File: config.mk
export PLATFORM = sky130hd
export DESIGN_NAME = paddle_motion_ctrl
export DESIGN_NICKNAME = d
export VERILOG_FILES = /design/src/rtl/paddle_pkg.sv /design/src/rtl/paddle_axis.sv /design/src/rtl/paddle_motion_ctrl.sv
export SDC_FILE = /design/constraint.sdc
export NUM_CORES = 1
export LEC_CHECK = 0
export ABC_AREA = 0
export CAP_MARGIN = 25
export CORE_UTILIZATION = 59
export CTS_BUF_LIST = sky130_fd_sc_hd__clkbuf_8
export CTS_CLUSTER_DIAMETER = 60
export DETAILED_ROUTE_END_ITERATION = 8
export PLACE_DENSITY = 0.8
export SYNTH_ARGS = -nofsm -noshare
export SYNTH_HDL_FRONTEND = slang
export SYNTH_SLANG_ARGS = --single-unit
File: constraint.sdc
create_clock -name vclock -period 5.6 [get_ports vclock]
set_input_delay 0.56 -clock vclock [delete_from_list [all_inputs] [get_ports vclock]]
set_output_delay 0.56 -clock vclock [all_outputs]
set_load 0.05 [all_outputs]
File: src/rtl/paddle_pkg.sv
// Shared types and defaults for the frame-synchronous paddle position controller.
package paddle_pkg;

  typedef enum logic [1:0] {
    DIR_NONE = 2'd0,
    DIR_NEG  = 2'd1,
    DIR_POS  = 2'd2
  } dir_t;

  localparam int H_RES_DEF        = 1024;
  localparam int V_RES_DEF        = 768;
  localparam int PADDLE_W_DEF     = 300;
  localparam int PADDLE_H_DEF     = 300;
  localparam int INIT_X_DEF       = 400;
  localparam int INIT_Y_DEF       = 400;
  localparam int SPEED_MIN_DEF    = 1;
  localparam int SPEED_MAX_DEF    = 8;
  localparam int ACCEL_FRAMES_DEF = 4;
  localparam int SPEED_W          = $clog2(SPEED_MAX_DEF + 1);

  // Pressing both buttons of an axis cancels out, same as pressing neither.
  function automatic dir_t dir_decode(input logic neg, input logic pos);
    case ({neg, pos})
      2'b10:   return DIR_NEG;
      2'b01:   return DIR_POS;
      default: return DIR_NONE;
    endcase
  endfunction

endpackage

File: src/rtl/paddle_axis.sv
// One axis of one paddle: speed ramp, edge clamp and hit pulse, evaluated on frame tick.
// Results register one cycle after the tick edge; no backpressure, state holds between ticks.
module paddle_axis
  import paddle_pkg::*;
#(
  parameter int W            = 11,
  parameter int RES          = H_RES_DEF,
  parameter int SIZE         = PADDLE_W_DEF,
  parameter int INIT         = INIT_X_DEF,
  parameter int SPEED_MIN    = SPEED_MIN_DEF,
  parameter int SPEED_MAX    = SPEED_MAX_DEF,
  parameter int ACCEL_FRAMES = ACCEL_FRAMES_DEF,
  parameter int SW           = SPEED_W
) (
  input  logic         clk,
  input  logic         reset,
  input  logic         i_tick,
  input  logic         i_neg,
  input  logic         i_pos,
  output logic [W-1:0] o_min,
  output logic [W-1:0] o_max,
  output logic         o_hit
);

  localparam int HW = (ACCEL_FRAMES > 1) ? $clog2(ACCEL_FRAMES) : 1;

  localparam logic [W:0]    EDGE_HI   = (W+1)'(RES - 1);
  localparam logic [W-1:0]  MIN_HI    = W'(RES - 1 - SIZE);
  localparam logic [W-1:0]  SIZE_W    = W'(SIZE);
  localparam logic [W-1:0]  INIT_MIN  = W'(INIT);
  localparam logic [W-1:0]  INIT_MAX  = W'(INIT + SIZE);
  localparam logic [SW-1:0] SPD_MIN   = SW'(SPEED_MIN);
  localparam logic [SW-1:0] SPD_MAX   = SW'(SPEED_MAX);
  localparam logic [HW-1:0] HOLD_LAST = HW'(ACCEL_FRAMES - 1);

  if ((INIT + SIZE > RES - 1) || (SPEED_MAX >= SIZE)) begin : g_cfg_err
    $error("paddle_axis: INIT+SIZE must fit on screen and SPEED_MAX must be below SIZE");
  end

  dir_t          r_dir_prev;
  logic [SW-1:0] r_speed;
  logic [HW-1:0] r_hold;
  logic [W-1:0]  r_min;
  logic [W-1:0]  r_max;
  logic          r_hit;

  dir_t          w_dir;
  logic [SW-1:0] w_speed_nxt;
  logic [HW-1:0] w_hold_nxt;
  logic [W-1:0]  w_step;
  logic [W:0]    w_step_ext;
  logic [W:0]    w_min_ext;
  logic [W:0]    w_max_ext;
  logic [W-1:0]  w_min_nxt;
  logic          w_hit;

  always_comb begin
    w_dir       = dir_decode(i_neg, i_pos);
    w_speed_nxt = SPD_MIN;
    w_hold_nxt  = '0;
    // The frame that completes a hold period already moves at the raised speed.
    if (w_dir != DIR_NONE && w_dir == r_dir_prev) begin
      if (r_hold == HOLD_LAST) begin
        w_hold_nxt  = '0;
        w_speed_nxt = (r_speed >= SPD_MAX) ? SPD_MAX : r_speed + 1'b1;
      end else begin
        w_hold_nxt  = r_hold + 1'b1;
        w_speed_nxt = r_speed;
      end
    end

    w_step     = W'(w_speed_nxt);
    w_step_ext = {1'b0, w_step};
    w_min_ext  = {1'b0, r_min};
    w_max_ext  = {1'b0, r_max};
    w_min_nxt  = r_min;
    w_hit      = 1'b0;
    case (w_dir)
      DIR_NEG: begin
        if (w_min_ext < w_step_ext) begin
          w_min_nxt = '0;
          w_hit     = 1'b1;
        end else begin
          w_min_nxt = r_min - w_step;
        end
      end
      DIR_POS: begin
        if (w_max_ext + w_step_ext > EDGE_HI) begin
          w_min_nxt = MIN_HI;
          w_hit     = 1'b1;
        end else begin
          w_min_nxt = r_min + w_step;
        end
      end
      default: ;
    endcase
  end

  always_ff @(posedge clk) begin
    if (reset) begin
      r_dir_prev <= DIR_NONE;
      r_speed    <= SPD_MIN;
      r_hold     <= '0;
      r_min      <= INIT_MIN;
      r_max      <= INIT_MAX;
      r_hit      <= 1'b0;
    end else begin
      r_hit <= 1'b0;
      if (i_tick) begin
        r_dir_prev <= w_dir;
        r_speed    <= w_speed_nxt;
        r_hold     <= w_hold_nxt;
        r_min      <= w_min_nxt;
        r_max      <= w_min_nxt + SIZE_W;
        r_hit      <= w_hit;
      end
    end
  end

  assign o_min = r_min;
  assign o_max = r_max;
  assign o_hit = r_hit;

endmodule

File: src/rtl/paddle_motion_ctrl.sv
// N-paddle frame-synchronous mover: vsync falling-edge detect feeding 2*N independent axes.
// Outputs update one cycle after the tick edge; no backpressure, buttons are sampled levels.
module paddle_motion_ctrl
  import paddle_pkg::*;
#(
  parameter int N_PADDLES    = 2,
  parameter int XW           = 11,
  parameter int YW           = 10,
  parameter int H_RES        = H_RES_DEF,
  parameter int V_RES        = V_RES_DEF,
  parameter int PADDLE_W     = PADDLE_W_DEF,
  parameter int PADDLE_H     = PADDLE_H_DEF,
  parameter int INIT_X       = INIT_X_DEF,
  parameter int INIT_Y       = INIT_Y_DEF,
  parameter int SPEED_MIN    = SPEED_MIN_DEF,
  parameter int SPEED_MAX    = SPEED_MAX_DEF,
  parameter int ACCEL_FRAMES = ACCEL_FRAMES_DEF
) (
  input  logic                    vclock,
  input  logic                    reset,
  input  logic                    vsync,
  input  logic [N_PADDLES-1:0]    up,
  input  logic [N_PADDLES-1:0]    down,
  input  logic [N_PADDLES-1:0]    left,
  input  logic [N_PADDLES-1:0]    right,
  output logic [N_PADDLES*XW-1:0] min_x,
  output logic [N_PADDLES*XW-1:0] max_x,
  output logic [N_PADDLES*YW-1:0] min_y,
  output logic [N_PADDLES*YW-1:0] max_y,
  output logic [N_PADDLES-1:0]    hit_x,
  output logic [N_PADDLES-1:0]    hit_y,
  output logic                    frame_tick
);

  localparam int SW = $clog2(SPEED_MAX + 1);

  logic r_last_vsync;
  logic r_frame_tick;
  logic w_tick;

  assign w_tick = r_last_vsync & ~vsync;

  // Capturing vsync during reset keeps a fall across reset release from ticking.
  always_ff @(posedge vclock) begin
    if (reset) begin
      r_last_vsync <= vsync;
      r_frame_tick <= 1'b0;
    end else begin
      r_last_vsync <= vsync;
      r_frame_tick <= w_tick;
    end
  end

  assign frame_tick = r_frame_tick;

  for (genvar i = 0; i < N_PADDLES; i++) begin : g_paddle
    paddle_axis #(
      .W(XW), .RES(H_RES), .SIZE(PADDLE_W), .INIT(INIT_X),
      .SPEED_MIN(SPEED_MIN), .SPEED_MAX(SPEED_MAX),
      .ACCEL_FRAMES(ACCEL_FRAMES), .SW(SW)
    ) u_axis_x (
      .clk    (vclock),
      .reset  (reset),
      .i_tick (w_tick),
      .i_neg  (left[i]),
      .i_pos  (right[i]),
      .o_min  (min_x[i*XW +: XW]),
      .o_max  (max_x[i*XW +: XW]),
      .o_hit  (hit_x[i])
    );

    paddle_axis #(
      .W(YW), .RES(V_RES), .SIZE(PADDLE_H), .INIT(INIT_Y),
      .SPEED_MIN(SPEED_MIN), .SPEED_MAX(SPEED_MAX),
      .ACCEL_FRAMES(ACCEL_FRAMES), .SW(SW)
    ) u_axis_y (
      .clk    (vclock),
      .reset  (reset),
      .i_tick (w_tick),
      .i_neg  (up[i]),
      .i_pos  (down[i]),
      .o_min  (min_y[i*YW +: YW]),
      .o_max  (max_y[i*YW +: YW]),
      .o_hit  (hit_y[i])
    );
  end

endmodule

**Word level (Yosys, flattened, before mapping)**

Index checks and enable logic that the tools add are counted.

- Output and inout port bits: 89
- Input port bits: 11
- Register bits after elaboration: 122
- Word-level logic and storage cells: 146

- Eq/ne operators: 24
- Add/subtract/negate cells: 24
- Bitwise operators: 3
- Reduce and logical (&&, ||, !) cells: 9
- Magnitude comparators: 12
- Mux-type cells: 48

Operators by type and width:

| cell | count |
|---|---|
| 2-to-1 mux 4 bit | 12 |
| 2-to-1 mux 11 bit | 4 |
| one-hot mux 11 bit (2 select lines) | 2 |
| 2-to-1 mux 10 bit | 4 |
| one-hot mux 10 bit (2 select lines) | 2 |
| adder 11 x 4 -> 12 bit | 2 |
| == test 2 bit, second input constant | 12 |
| > comparator 12 x 10 -> 1 bit, second input constant | 2 |
| adder 10 x 4 -> 11 bit | 2 |
| adder 11 x 4 -> 11 bit | 2 |
| adder 11 x 9 -> 11 bit, second input constant | 2 |
| > comparator 11 x 10 -> 1 bit, second input constant | 2 |
| < comparator 11 x 4 -> 1 bit | 2 |
| subtractor 11 x 4 -> 11 bit | 2 |
| adder 10 x 4 -> 10 bit | 2 |
| adder 10 x 9 -> 10 bit, second input constant | 2 |
| < comparator 10 x 4 -> 1 bit | 2 |
| subtractor 10 x 4 -> 10 bit | 2 |
| adder 4 x 1 -> 4 bit, second input constant | 4 |
| == test 2 x 1 -> 1 bit, second input constant | 8 |
| >= comparator 4 bit, second input constant | 4 |
| 2-to-1 mux 2 bit | 8 |
| one-hot mux 2 bit (2 select lines) | 4 |
| adder 2 x 1 -> 2 bit, second input constant | 4 |
| 8 further kinds | 28 |

**Longest topological paths before layout**

- Depth after elaboration: 10
- Mapped depth: 21
- Gate-level depth less buffers: 20

**Modules after synthesis**

From an unflattened synthesis, not the netlist that was laid out.

- Cell total of the unflattened synthesis: 1267
- Area total of the unflattened synthesis: 9751.9 sq um

Modules (own cells, without submodules):

| module | cells each | area an instance (sq um) | times used | sequential area each (sq um) |
|---|---|---|---|---|
| paddle_axis at g_paddle[0].u_axis_x ... | 327 | 2516.2 | 2 | 580.6 |
| paddle_axis at g_paddle[0].u_axis_y | 305 | 2352.3 | 1 | 540.5 |
| paddle_axis at g_paddle[1].u_axis_y | 304 | 2308.5 | 1 | 540.5 |
| paddle_motion_ctrl | 4 | 58.8 | 1 | 40.0 |

**Worst setup path after synthesis**

Ideal clock, no wire load.

- Path kind: input port to flip-flop
- Start point: input port left[1]
- End point: register g_paddle[1].u_axis_x.r_max[10]
- Data required time: 5.480 ns
- Stages: 20
- Buffers on the path: 1
- Arrival time: 4.332 ns
- Setup slack: 1.148 ns
- Setup time: 0.120 ns
- Cell sequence: inv_1 -> ha_1 -> clkbuf_1 -> inv_1 -> nand3_1 -> nand2b_1 -> ha_1 -> inv_1 -> fa_1 -> nand2b_1 -> nor3_1 -> nand3_1 -> a21oi_1 -> nand3_1 -> and2_1 -> ha_1 -> o2111ai_1 -> a31o_2 -> a21oi_1 -> o31a_1

- Word-level cells in the longest chain between the ends: 10
- Elaborated cells on any way between the ends: 18
- Classes of those cells: add/sub: 4; order compare: 2; eq/ne: 5; mux: 5; reduce/logical: 2

Ends and longest elaborated chain:

| what | RTL line | text |
|---|---|---|
| from (decl) | paddle_motion_ctrl.sv:24 | `input logic [N_PADDLES-1:0] left,` |
| == test 2 x 1 -> 1 bit / == test 2 bit (equally long branches) | paddle_pkg.sv:23 | `case ({neg, pos})` |
| one-hot mux 2 bit (2 select lines) (*) | paddle_pkg.sv:23 |  |
| == test 2 bit / nonzero test 2 bit (equally long branches) | paddle_axis.sv:62 | `if (w_dir != DIR_NONE && w_dir == r_dir_prev) begin` |
| logical AND 1 bit (*) | paddle_axis.sv:62 |  |
| 2-to-1 mux 4 bit (*) | paddle_axis.sv:62 |  |
| net g_paddle[1].u_axis_x.w_speed_nxt[0] | paddle_axis.sv:48 | `logic [SW-1:0] w_speed_nxt;` |
| adder 11 x 4 -> 12 bit | paddle_axis.sv:88 | `if (w_max_ext + w_step_ext > EDGE_HI) begin` |
| > comparator 12 x 10 -> 1 bit | paddle_axis.sv:88 |  |
| 2-to-1 mux 11 bit | paddle_axis.sv:88 |  |
| one-hot mux 11 bit (2 select lines) (*) | paddle_axis.sv:78 | `case (w_dir)` |
| adder 11 x 9 -> 11 bit (*) | paddle_axis.sv:114 | `r_max <= w_min_nxt + SIZE_W;` |
| to (signal assigned) | paddle_axis.sv:114 |  |
| to (decl) | paddle_axis.sv:44 | `logic [W-1:0] r_max;` |

The timed path passes the listed nets; every way through them passes the cells marked *.
A chain may end at the register's enable or synchronous reset.

**Worst setup path after layout**

- Start point: input port left[0]
- End point: register g_paddle[0].u_axis_x.r_max[10]

- Word-level cells in the longest chain between the ends: 10
- Elaborated cells on any way between the ends: 18
- Classes of those cells: add/sub: 4; order compare: 2; eq/ne: 5; mux: 5; reduce/logical: 2

Ends and longest elaborated chain:

| what | RTL line |
|---|---|
| == test 2 x 1 -> 1 bit / == test 2 bit (equally long branches) | paddle_pkg.sv:23 |
| one-hot mux 2 bit (2 select lines) (*) | paddle_pkg.sv:23 |
| == test 2 bit / nonzero test 2 bit (equally long branches) | paddle_axis.sv:62 |
| logical AND 1 bit (*) | paddle_axis.sv:62 |
| 2-to-1 mux 4 bit (*) | paddle_axis.sv:62 |
| net g_paddle[0].u_axis_x.w_speed_nxt[0] | paddle_axis.sv:48 |
| adder 11 x 4 -> 12 bit | paddle_axis.sv:88 |
| > comparator 12 x 10 -> 1 bit | paddle_axis.sv:88 |
| 2-to-1 mux 11 bit | paddle_axis.sv:88 |
| one-hot mux 11 bit (2 select lines) (*) | paddle_axis.sv:78 |
| adder 11 x 9 -> 11 bit (*) | paddle_axis.sv:114 |
| to (signal assigned) | paddle_axis.sv:114 |
| to (decl) | paddle_axis.sv:44 |

Marks and branches as above.

==> flow_summary.json <==
{
  "vias": 9319,
  "die_area_um2": 15700,
  "fin_crit_sh": 0.832,
  "first_iter_violations": 1064,
  "violations": "DRC",
  "hp-class": "flop to flop",
  "pre_cts_ws_ns": 0.541,
  "clkLatencyLatePin_ns": 0.47,
  "cp-start-kind": "primary input",
  "clock_path_buffers": 2,
  "avgSynthCellArea_um2": 7.45,
  "portBuffers": 99,
  "grt_usage": 0.332,
  "ys.flop_type": "dfxtp_1",
  "vdd_drop_max_mv": 0.181,
  "cts_tree": "built",
  "worst_path_max_delay_cell": "clkdlybuf4s50_1",
  "setup_viol": 0,
  "postCtsSetupBuffers": 0,
  "grt_pass1_vias": 8600,
  "postLayoutSetupSlackWorst_ns": 0.943,
  "post_cts_resized": 0,
  "layout-drive-gt1-share": 0.0698,
  "route.detailed.drc": 12,
  "critPathMaxFanout": 11,
  "rsz0062_at_grt": "no",
  "cts_buffers": 17,
  "ctsHoldBuffers": 0,
  "chipWidth_um": 125,
  "ys_types": 84,
  "ys_ff_latch": 114,
  "wl_per_cell_um": 17.3,
  "path_clk_slew_ns": 0.07,
  "synth-edff-count": 0,
  "drv_slew": 0,
  "slowest_delay_ns": 0.48,
  "worst_pin_slew_ns": 0.862,
  "viasPerCell": 6.32,
  "h-tree-depth": 4,
  "diodes": 0,
  "regArea_um2": 2280,
  "pin_count": 100,
  "drv_cap": 0,
  "grt_max_degree": 73,
  "holdWs_ns": 0.473,
  "grt_pass1_wl_mm": 42.7,
  "crit_arrival_ns": 5.00,
  "hold_violations": 0,
  "outcome": "finished with violations",
  "routabilityCongestion": 0.985,
  "seq_area_frac_synth": 0.255,
  "cellPowerDensity_nw_per_um2": 224,
  "slew-limit-headroom": 0.424,
  "syn_inst": 1203,
  "initial_utilization": 0.609,
  "required_ns": 5.94,
  "clock_sinks": 114,
  "overflow": 0,
  "fin_crit_ns": 4.66,
  "core_um2": 14700,
  "fill_cells": 1206,
  "maxClockFrequency_ghz": 0.215,
  "rows": 44,
  "synth_nets": 1286,
  "final_cell_mix": "nand2_1, dfxtp_1, nor2_1, a21oi_1, clkdlybuf4s50_1",
  "power.leakage_nw": 4.12,
  "cp_cell_sequence": "clkdlybuf4s50_1 -> inv_1 -> ha_1 -> inv_1 -> nand3_1 -> nand2b_1 -> ha_1 -> fa_1 -> a21o_1 -> a211oi_1 -> a211oi_1 -> nor3_1 -> o22ai_1 -> ha_1 -> a21oi_1 -> o211ai_1 -> a21oi_1 -> xnor2_1 -> o22ai_1",
  "ant_nets": 0,
  "drt_wl_total_mm": 25.4,
  "tns_ns": 0,
  "antenna_found_initial": 0,
  "synth-warning-count": 0,
  "firstDrtPassIters": 9,
  "final_common_cell": "nand2_1",
  "place_hpwl_mm": 18.0,
  "multi_input_area_um2": 6080,
  "crit_top_cell": "ha_1",
  "worst_clock_skew_ns": 0.0101,
  "area_delta_synth_final_pct": 16.9,
  "nets": 1361,
  "root_buffer": "clkbuf_8",
  "die_y_um": 125,
  "async_flop_share": 0,
  "crit_type": "primary input to flop",
  "syn-cell-area_um2": 8960,
  "endpoint_kind": "flop"
}
==> sequential cells by signal, summed over array words and instances (netlist names), named ones only <==
name                          count
frame_tick                        1
g_paddle.u_axis_x.o_hit           2
g_paddle.u_axis_x.o_max          18
g_paddle.u_axis_x.o_min          18
g_paddle.u_axis_x.r_dir_prev      4
g_paddle.u_axis_x.r_hold          4
g_paddle.u_axis_x.r_speed         8
g_paddle.u_axis_y.o_hit           2
g_paddle.u_axis_y.o_max          16
g_paddle.u_axis_y.o_min          16
g_paddle.u_axis_y.r_dir_prev      4
g_paddle.u_axis_y.r_hold          4
g_paddle.u_axis_y.r_speed         8
r_last_vsync                      1
==> worst max-delay path, delay by kind of cell <==
family | cells | cell delay, ns
XOR/XNOR | 1 | 0.14
AND/OR/NAND/NOR | 3 | 0.77
buffers and inverters | 3 | 0.80
adder cells (fa/ha/maj) | 4 | 1.18
AO/OA/AOI/OAI | 8 | 1.55
==> synthesized netlist by cell type (11+ instances only) <==
cell type,number,share of area
o21a_1,12,0.010
nor3_1,32,0.018
dfxtp_1,114,0.25
a31oi_1,12,0.0084
ha_1,64,0.089
clkbuf_1,55,0.023
xnor2_1,31,0.030
nand2b_1,20,0.014
o211ai_1,29,0.024
and3_1,14,0.0098
a21oi_1,103,0.058
o31ai_1,15,0.013
nand3_1,27,0.015
nand2_1,151,0.063
inv_1,73,0.031
nor4_1,11,0.0077
o21ai_0,64,0.036
a21o_1,11,0.0092
nor2b_1,16,0.011
a211oi_1,18,0.015
nor2_1,112,0.047
xor2_1,11,0.011
buf_4,12,0.010
==> cell type report <==
type / instances / share of cell area
inverter: 76 / 0.0272
tap: 184 / 0.0220
clock buffer: 20 / 0.0263
sequential: 114 / 0.218
clock inverter: 11 / 0.0108
timing repair buffer: 129 / 0.116
multi-input combinational: 940 / 0.580
==> cells by family after synthesis <==
family | share of synthesized area
AND/OR/NAND/NOR | 0.232
AO/OA/AOI/OAI | 0.288
buffers and inverters | 0.0683
flip-flops | 0.255
adder cells (fa/ha/maj) | 0.107
XOR/XNOR | 0.0411
multiplexers | 0.00810
==> where the power goes <==
group / internal [mW] / switching, mW
sequential: 0.849 / 0.0578
clock: 0.422 / 0.355
combinational: 0.239 / 0.427
total: 1.51 / 0.840
==> path summary, 6_finish.rpt <==
check | slack, ns | cells after the start | endpoint | start
setup reg to reg | 1.32 | 17 | g_paddle[0].u_axis_y.o_max[8] | g_paddle[0].u_axis_y.r_hold[0]
hold / removal | 0.47 | 2 | g_paddle[0].u_axis_x.r_dir_prev[0] | g_paddle[0].u_axis_x.r_dir_prev[0]
setup / recovery | 0.94 | 19 | g_paddle[0].u_axis_x.o_max[10] | left[0]
hold reg to reg | 0.47 | 2 | g_paddle[0].u_axis_x.r_dir_prev[0] | g_paddle[0].u_axis_x.r_dir_prev[0]
==> metrics by stage <==
stage / cells / power (mW) / area (um^2) / util
floorplan: 1203 / 1.38 / 8960 / -
global placement: 1443 / 1.58 / 10100 / 0.686
finish: 1474 / 2.35 / 10500 / 0.713
detailed placement: 1443 / 1.58 / 10100 / 0.686
global route: 1474 / 2.46 / 10500 / 0.713
CTS: 1474 / 2.35 / 10500 / 0.713
==> routing by layer <==
layer | vias up | track usage | wire length (um)
met5 | - | 0 | 0
met4 | 0 | 0.122 | 495
met3 | 50 | 0.0543 | 1990
met2 | 407 | 0.536 | 11700
met1 | 4374 | 0.447 | 11300
li1 | 4488 | - | -
(Power assumes the default switching activity.)
